### src/rtl/ifm_bank_reader.sv
// ifm_bank_reader: streams NUM_BANKS x DEPTH BRAM words, bank by bank, through a 2-entry valid/ready FIFO.
// Optional feature macro READER_CHECKSUM_EN: o_checksum sums the 32-bit lanes of every accepted word.
module ifm_bank_reader #(
    parameter int NUM_BANKS = 16,
    parameter int DEPTH     = 128,
    parameter int DATA_W    = 128,
    parameter int ADDR_W    = 9
) (
    input  logic                 clk,
    input  logic                 rst,
    input  logic                 iStart,
    output logic [NUM_BANKS-1:0] o_enb,
    output logic [ADDR_W-1:0]    o_addrb,
    input  logic [DATA_W-1:0]    i_dob,
    output logic [DATA_W-1:0]    o_data,
    output logic                 o_valid,
    input  logic                 i_ready,
    output logic                 o_last,
    output logic                 o_ready,
    output logic                 o_done,
    output logic [31:0]          o_checksum
);
    localparam int BW = NUM_BANKS > 1 ? $clog2(NUM_BANKS) : 1;

    typedef enum logic [1:0] {IDLE, RUN, DRAIN, DONE} state_t;

    state_t              r_state, w_next;
    logic                r_start_q;
    logic [BW-1:0]       r_bank;
    logic [ADDR_W-1:0]   r_addr;
    logic                r_inflight, r_inflight_last;
    logic [DATA_W-1:0]   r_mem [2];
    logic [1:0]          r_last_m;
    logic                r_wp, r_rp;
    logic [1:0]          r_cnt;
    logic                w_go, w_pop, w_issue, w_final, w_addr_end;

    assign w_go       = iStart && !r_start_q;
    assign w_addr_end = r_addr == ADDR_W'(DEPTH - 1);
    assign w_final    = w_addr_end && r_bank == BW'(NUM_BANKS - 1);
    assign w_pop      = o_valid && i_ready;
    // A read is only issued if its word is guaranteed a FIFO slot when it lands next cycle.
    assign w_issue    = r_state == RUN && ({1'b0, r_cnt} + {2'b0, r_inflight}) < (3'd2 + {2'b0, w_pop});

    assign o_enb      = w_issue ? NUM_BANKS'(1) << r_bank : '0;
    assign o_addrb    = r_addr;
    assign o_valid    = r_cnt != 2'd0;
    assign o_data     = r_mem[r_rp];
    assign o_last     = o_valid && r_last_m[r_rp];
    assign o_ready    = r_state == IDLE;
    assign o_done     = r_state == DONE;

    // State register.
    always_ff @(posedge clk) begin
        if (rst) r_state <= IDLE;
        else r_state <= w_next;
    end

    // Next-state: start edge, last read issued, last word accepted, one-cycle done.
    always_comb begin
        w_next = r_state;
        case (r_state)
            IDLE:    w_next = w_go ? RUN : IDLE;
            RUN:     w_next = (w_issue && w_final) ? DRAIN : RUN;
            DRAIN:   w_next = (w_pop && o_last) ? DONE : DRAIN;
            default: w_next = IDLE;
        endcase
    end

    // Read counters, in-flight tracking and FIFO bookkeeping; reset drops anything in flight.
    always_ff @(posedge clk) begin
        if (rst) begin
            r_start_q       <= 1'b0;
            r_bank          <= '0;
            r_addr          <= '0;
            r_inflight      <= 1'b0;
            r_inflight_last <= 1'b0;
            r_last_m        <= '0;
            r_wp            <= 1'b0;
            r_rp            <= 1'b0;
            r_cnt           <= '0;
        end else begin
            r_start_q       <= iStart;
            r_inflight      <= w_issue;
            r_inflight_last <= w_issue && w_final;
            if (r_state == IDLE && w_go) begin
                r_bank <= '0;
                r_addr <= '0;
            end else if (w_issue) begin
                r_addr <= w_addr_end ? '0 : r_addr + 1'b1;
                r_bank <= w_addr_end ? r_bank + 1'b1 : r_bank;
            end
            if (r_inflight) begin
                r_wp           <= ~r_wp;
                r_last_m[r_wp] <= r_inflight_last;
            end
            if (w_pop) r_rp <= ~r_rp;
            r_cnt <= r_cnt + {1'b0, r_inflight} - {1'b0, w_pop};
        end
    end

    // FIFO data storage captures the bank word one cycle after its read.
    always_ff @(posedge clk) begin
        if (r_inflight) r_mem[r_wp] <= i_dob;
    end

`ifdef READER_CHECKSUM_EN
    logic [31:0] r_sum, w_lanes;

    // Lane sum of the word at the FIFO head.
    always_comb begin
        w_lanes = '0;
        for (int i = 0; i < DATA_W / 32; i++) w_lanes = w_lanes + o_data[i*32 +: 32];
    end

    // Accumulate accepted words; cleared when a frame starts, held afterwards.
    always_ff @(posedge clk) begin
        if (rst) r_sum <= '0;
        else if (r_state == IDLE && w_go) r_sum <= '0;
        else if (w_pop) r_sum <= r_sum + w_lanes;
    end

    assign o_checksum = r_sum;
`else
    assign o_checksum = 32'd0;
`endif

endmodule

### config.mk
export PLATFORM = sky130hd
export DESIGN_NAME = ifm_bank_reader
export DESIGN_NICKNAME = d
export VERILOG_FILES = /design/src/rtl/ifm_bank_reader.sv
export SDC_FILE = /design/constraint.sdc
export NUM_CORES = 1
export LEC_CHECK = 0
export CAP_MARGIN = 20
export CORE_MARGIN = 4
export CORE_UTILIZATION = 30
export CTS_CLUSTER_DIAMETER = 30
export DETAILED_ROUTE_END_ITERATION = 12
export GPL_TIMING_DRIVEN = 0
export PLACE_DENSITY = 0.57
export REMOVE_ABC_BUFFERS = 1
export SLEW_MARGIN = 20
export SYNTH_ARGS = -nofsm -noshare
export SYNTH_HDL_FRONTEND = slang
export SYNTH_SLANG_ARGS = --single-unit
### constraint.sdc
create_clock -name clk -period 6.3 [get_ports clk]
set_input_delay 0.63 -clock clk [delete_from_list [all_inputs] [get_ports clk]]
set_output_delay 0.63 -clock clk [all_outputs]
set_load 0.01 [all_outputs]
Yosys cells after proc, flatten, opt, wreduce, memory -nomap -nowiden:

Memories as Yosys holds them, arrays and structs flattened. A register that Yosys moved wholly into a read port is not among the register bits.
Index checks and enable logic that the tools add are counted.

* $add $sub $neg: 6
* $mul: 0
* divide/modulo/power cells: 0
* magnitude comparators: 4
* equal/unequal tests: 5
* shift-type cells: 1
* mux-type cells: 15
* bitwise operators: 2
* reductions and logical operators: 14

Operators with widths (number)
* two-way mux 16 bit: 1
* << shifter 1 x 4 -> 16 bit, first input constant: 1
* adder 9 x 1 -> 9 bit, second input constant: 1
* equality test 9 x 7 -> 1 bit, second input constant: 1
* logical AND 1 bit: 9
* two-way mux 1 bit: 9
* two-way mux 9 bit: 1
* case mux 2 bit (3 select lines): 1
* adder 4 x 1 -> 4 bit, second input constant: 1
* equality test 2 bit, second input constant: 2
* equality test 4 bit, second input constant: 1
* < comparator 1 x 2 -> 1 bit, second input constant: 2
* adder 2 x 1 -> 3 bit: 1
* adder 2 x 1 -> 3 bit, first input constant: 1
* < comparator 3 bit: 1
* adder 2 x 1 -> 2 bit: 1
* bitwise mux 2 bit: 1
* equality test 2 x 1 -> 1 bit, second input constant: 1
* logical NOT 2 bit: 1
* two-way mux 2 bit: 1
* inverter 1 bit: 2
* AND reduction 2 bit: 1
* nonzero test 2 bit: 1
* OR reduction 2 bit: 1
* 4 further kinds: 4

* register bits: 24
* bits in latches: 0
* bits in writable memories: 256
* bits in read-only memories: 0
* input port bits: 132
* output and inout port bits: 189
* word-level logic and storage cells: 58
* memories kept: 1

Memory list
* r_mem: depth 2, width 128, rd ports 1, clocked after Yosys merged registers in 1, write ports 1, RTL line 32 `logic [DATA_W-1:0] r_mem [2];`

Longest topological paths before layout:

* depth after elaboration: 8
* gate-level depth with buffers: 7
* mapped depth without buffers: 7

Worst setup path before layout:

OpenSTA, ideal clock, no wires.

* path kind: reg-to-reg
* start point: register r_inflight
* end point: register r_last_m[1]
* setup time: 0.128 ns
* arrival: 3.811 ns
* data required time: 6.172 ns
* path slack: 2.362 ns
* stages on the path, launching flop included: 4
* buffers on the path: 0
* period minus slack after synthesis: 3.938 ns
* path through: dfxtp_1 and2_1 mux2i_1 nor2_1

RTL lines
* start: declaration: RTL line 31 `logic r_inflight, r_inflight_last;`
* start signal: assignment: RTL line 84 `r_inflight <= w_issue;`
* end signal: indexed assignment: RTL line 95 `r_last_m[r_wp] <= r_inflight_last;`
* end: declaration: RTL line 33 `logic [1:0] r_last_m;`

Final worst setup path:

* start point: register r_cnt[0]
* end point: output o_enb[2]

* word-level cells in the longest chain between the ends: 6
* elaborated cells between the ends (all ways): 7
* those cells by class: 2 x add/sub; 1 x order compare; 1 x mux; 3 x reduce/logical

Ends and longest elaborated chain
* start: declaration: RTL line 35 `logic [1:0] r_cnt;`
* start signal: assignment: RTL line 98 `r_cnt <= r_cnt + {1'b0, r_inflight} - {1'b0, w_pop};`
* nonzero test 2 bit: RTL line 47 `assign o_valid = r_cnt != 2'd0;`
* logical AND 1 bit: RTL line 41 `assign w_pop = o_valid && i_ready;`
* adder 2 x 1 -> 3 bit: RTL line 43 `assign w_issue = r_state == RUN && ({1'b0, r_cnt} + {2'b0, r_inflight}) < (3'd2 + {2'b0, w_pop});`
* < comparator 3 bit (*): RTL line 43
* logical AND 1 bit (*): RTL line 43
* two-way mux 16 bit (*): RTL line 45 `assign o_enb = w_issue ? NUM_BANKS'(1) << r_bank : '0;`
* end: declaration: RTL line 12 `output logic [NUM_BANKS-1:0] o_enb,`

Mark *: on every way between the ends. The rest lies on a longest branch, timed or not.

==> flow_summary.ini <==
[floorplanning]
start_util = 0.3047
dieArea_mm2 = 0.03932
fp.dieW_um = 198.3
core_area_mm2 = 0.03566
pin_count = 321
die_h_um = 198.3
rows = 69

[grt]
grt_pass1_vias = 6782
grt_util_all_layers = 0.1272
antenna_found_initial = 1
met2_usage = 0.2042
grt_pass1_wl_mm = 38.38
grt-busiest-layer = met2
grt_max_degree = 74
met3_usage = 0.05564
grt_util_met1 = 0.1470
grt_overflow = 0

[cts]
cts_sinks = 281
path_clk_slew_ns = 0.04
holdBufCountCts = 0
cts_resized = 0
ctsRootBufferMaster = clkbuf_16
insertion_delay_ns = 0.55
cts_tree = built
htreeDepth = 3
cts_buffers = 74
cts_setup_buffers = 0
cts_buffer_depth = 3

[final_layout]
mostFrequentLayoutCell = clkdlybuf4s50_1
final_cell_mix = 288 x clkdlybuf4s50_1, 256 x edfxtp_1, 129 x mux2_2, 77 x clkbuf_16, 32 x conb_1
n_fill_cell = 3121
fin_cells = 1471
synthToLayoutAreaGrowth_pct = 56.08
nets = 1093
final_util = 0.4755
final_layout_size_suffix_gt1_frac = 0.2587

[placement]
dp_hpwl_mm = 16.81
preCtsSetupSlack_ns = 2.751
numPlacedInstances = 1335
finalWeightedCongestion = 0.7098
numPortBuffers = 288

[power_and_ir_drop]
irDropWorstVdd_v = 0.0002099
cellPowerDensity_mw_per_mm2 = 435.5
p_leak_nw = 5.897
total_power_mw = 7.384

[setup_path]
cp-end-kind = output port
critPathMaxFanout = 5
cp.required_ns = 5.67
worst_ep_arrival_time_ns = 2.87
crit_type = register to output port
cp-start-kind = register

[logic_synthesis]
synth_cell_types = 41
avgSynthCellArea_um2 = 18.10
syn-instance-count = 600
ys_seq_elements = 281
synth_edf_count = 256
synth_top_flop_cell = edfxtp_1
yosysWarnings = 0
synth_area_mm2 = 0.01086
synthArstFlopShare = 0
yosysSeqAreaShare = 0.7537

[flow_run]
maxCapViolCount = 0

[timing]
finalCritPeriodShare = 0.5555
period_minus_slack_ns = 3.500
fin_ws_ns = 2.800
slew_viol_final = 0
finalHoldViolCount = 0
worst_pin_slew_ns = 0.7130
setup_violations = 0
finClkSkew_ns = 0.01219
slew_headroom = 0.5206
rsz0062_at_grt = false
max_freq_mhz = 285.8

[routing]
drt_first_pass_iters = 4
via_per_inst = 4.360
drtIter0Drc = 224
final_antenna_net_count = 0
routed-via-count = 6413
post_drt_wl_per_cell_um = 17.79
drc = 0
wl_mm = 26.17

[worst_hold_path]
hold_path.class = register to register

[status]
status = finished, final reports clean
## path summary, 6_finish.rpt
| path | startpoint | end | slack, ns | cells after the start |
|---|---|---|---|---|
| max | r_cnt[0] | o_enb[2] | 2.80 | 5 |
| min | r_wp | r_wp | 0.49 | 2 |
| max reg2reg | r_inflight | o_addrb[0] | 3.96 | 5 |
| min reg2reg | r_wp | r_wp | 0.49 | 2 |
## critical path, cell delays in order, from the launching register on
cell and delay (ns):
dfxtp_1 0.39, ha_1 0.27, o21ai_0 0.48, nand3_1 0.30
nor3_1 0.28, clkdlybuf4s50_1 0.60
## power breakdown
part | switching (mW) | internal, mW
clock | 1.09 | 2.87
sequential | 0.0500 | 2.14
combinational | 0.529 | 0.703
## flip-flops by register name, indices dropped and copies added, names as in the netlist, named ones only
| signal | count |
|---|---|
| r_mem | 256 |
| o_addrb | 9 |
| r_bank | 4 |
| r_cnt | 2 |
| r_last_m | 2 |
| r_state | 2 |
| r_inflight | 1 |
| r_inflight_last | 1 |
| r_rp | 1 |
| r_start_q | 1 |
| r_wp | 1 |
## per-stage QoR
stage                     TNS [ns]  hold slack (ns)  instance area [um2]
after floorplan                  0           0.4469                10660
after global placement     -108.59           0.4621                14120
after detailed placement         0           0.4880                14300
after CTS                        0           0.4953                16950
after global routing             0           0.5192                16960
final                            0           0.4945                16960
## routing by layer
layer,up-vias,wire length [um]
li1,2989,-
met5,-,0
met3,46,2445
met2,266,12520
met1,3112,10590
met4,0,612
## cells by family after synthesis
| kind of cell | after synthesis | synth area share |
|---|---|---|
| flip-flops | 281 | 0.7537 |
| AO/OA/AOI/OAI | 25 | 0.01555 |
| AND/OR/NAND/NOR | 82 | 0.04262 |
| multiplexers | 136 | 0.1402 |
| buffers and inverters | 61 | 0.03248 |
| XOR/XNOR | 3 | 0.002419 |
| other | 1 | 0.0003452 |
| adder cells (fa/ha/maj) | 11 | 0.01267 |
## cells in the mapped netlist, drive strengths merged, types with 4 or more instances
library cell | number | area share
mux2i | 7 | 0.0065
a21oi | 7 | 0.0032
ha | 11 | 0.013
nor3 | 7 | 0.0037
clkbuf | 15 | 0.0052
or3 | 5 | 0.0029
edfxtp | 256 | 0.71
o21ai | 5 | 0.0026
dfxtp | 25 | 0.046
and3 | 4 | 0.0023
nand2b | 4 | 0.0023
nand2 | 13 | 0.0045
mux2 | 129 | 0.13
buf | 37 | 0.024
nand3 | 8 | 0.0037
inv | 9 | 0.0031
nor2 | 22 | 0.0076
o31ai | 6 | 0.0041
## cell type report
class                           instances  area (um2)  area share
Sequential cell                       281        8192      0.4831
Timing Repair Buffer                  295        3053      0.1801
Multi-Input combinational cell        289        2441      0.1440
Clock buffer                           85        1967      0.1160
Clock inverter                         50       681.9     0.04022
Tap cell                              461       576.8     0.03402
Inverter                                9       41.29    0.002435
Antenna cell                            1       2.502   0.0001476
Power figures use the tool's default switching activity.
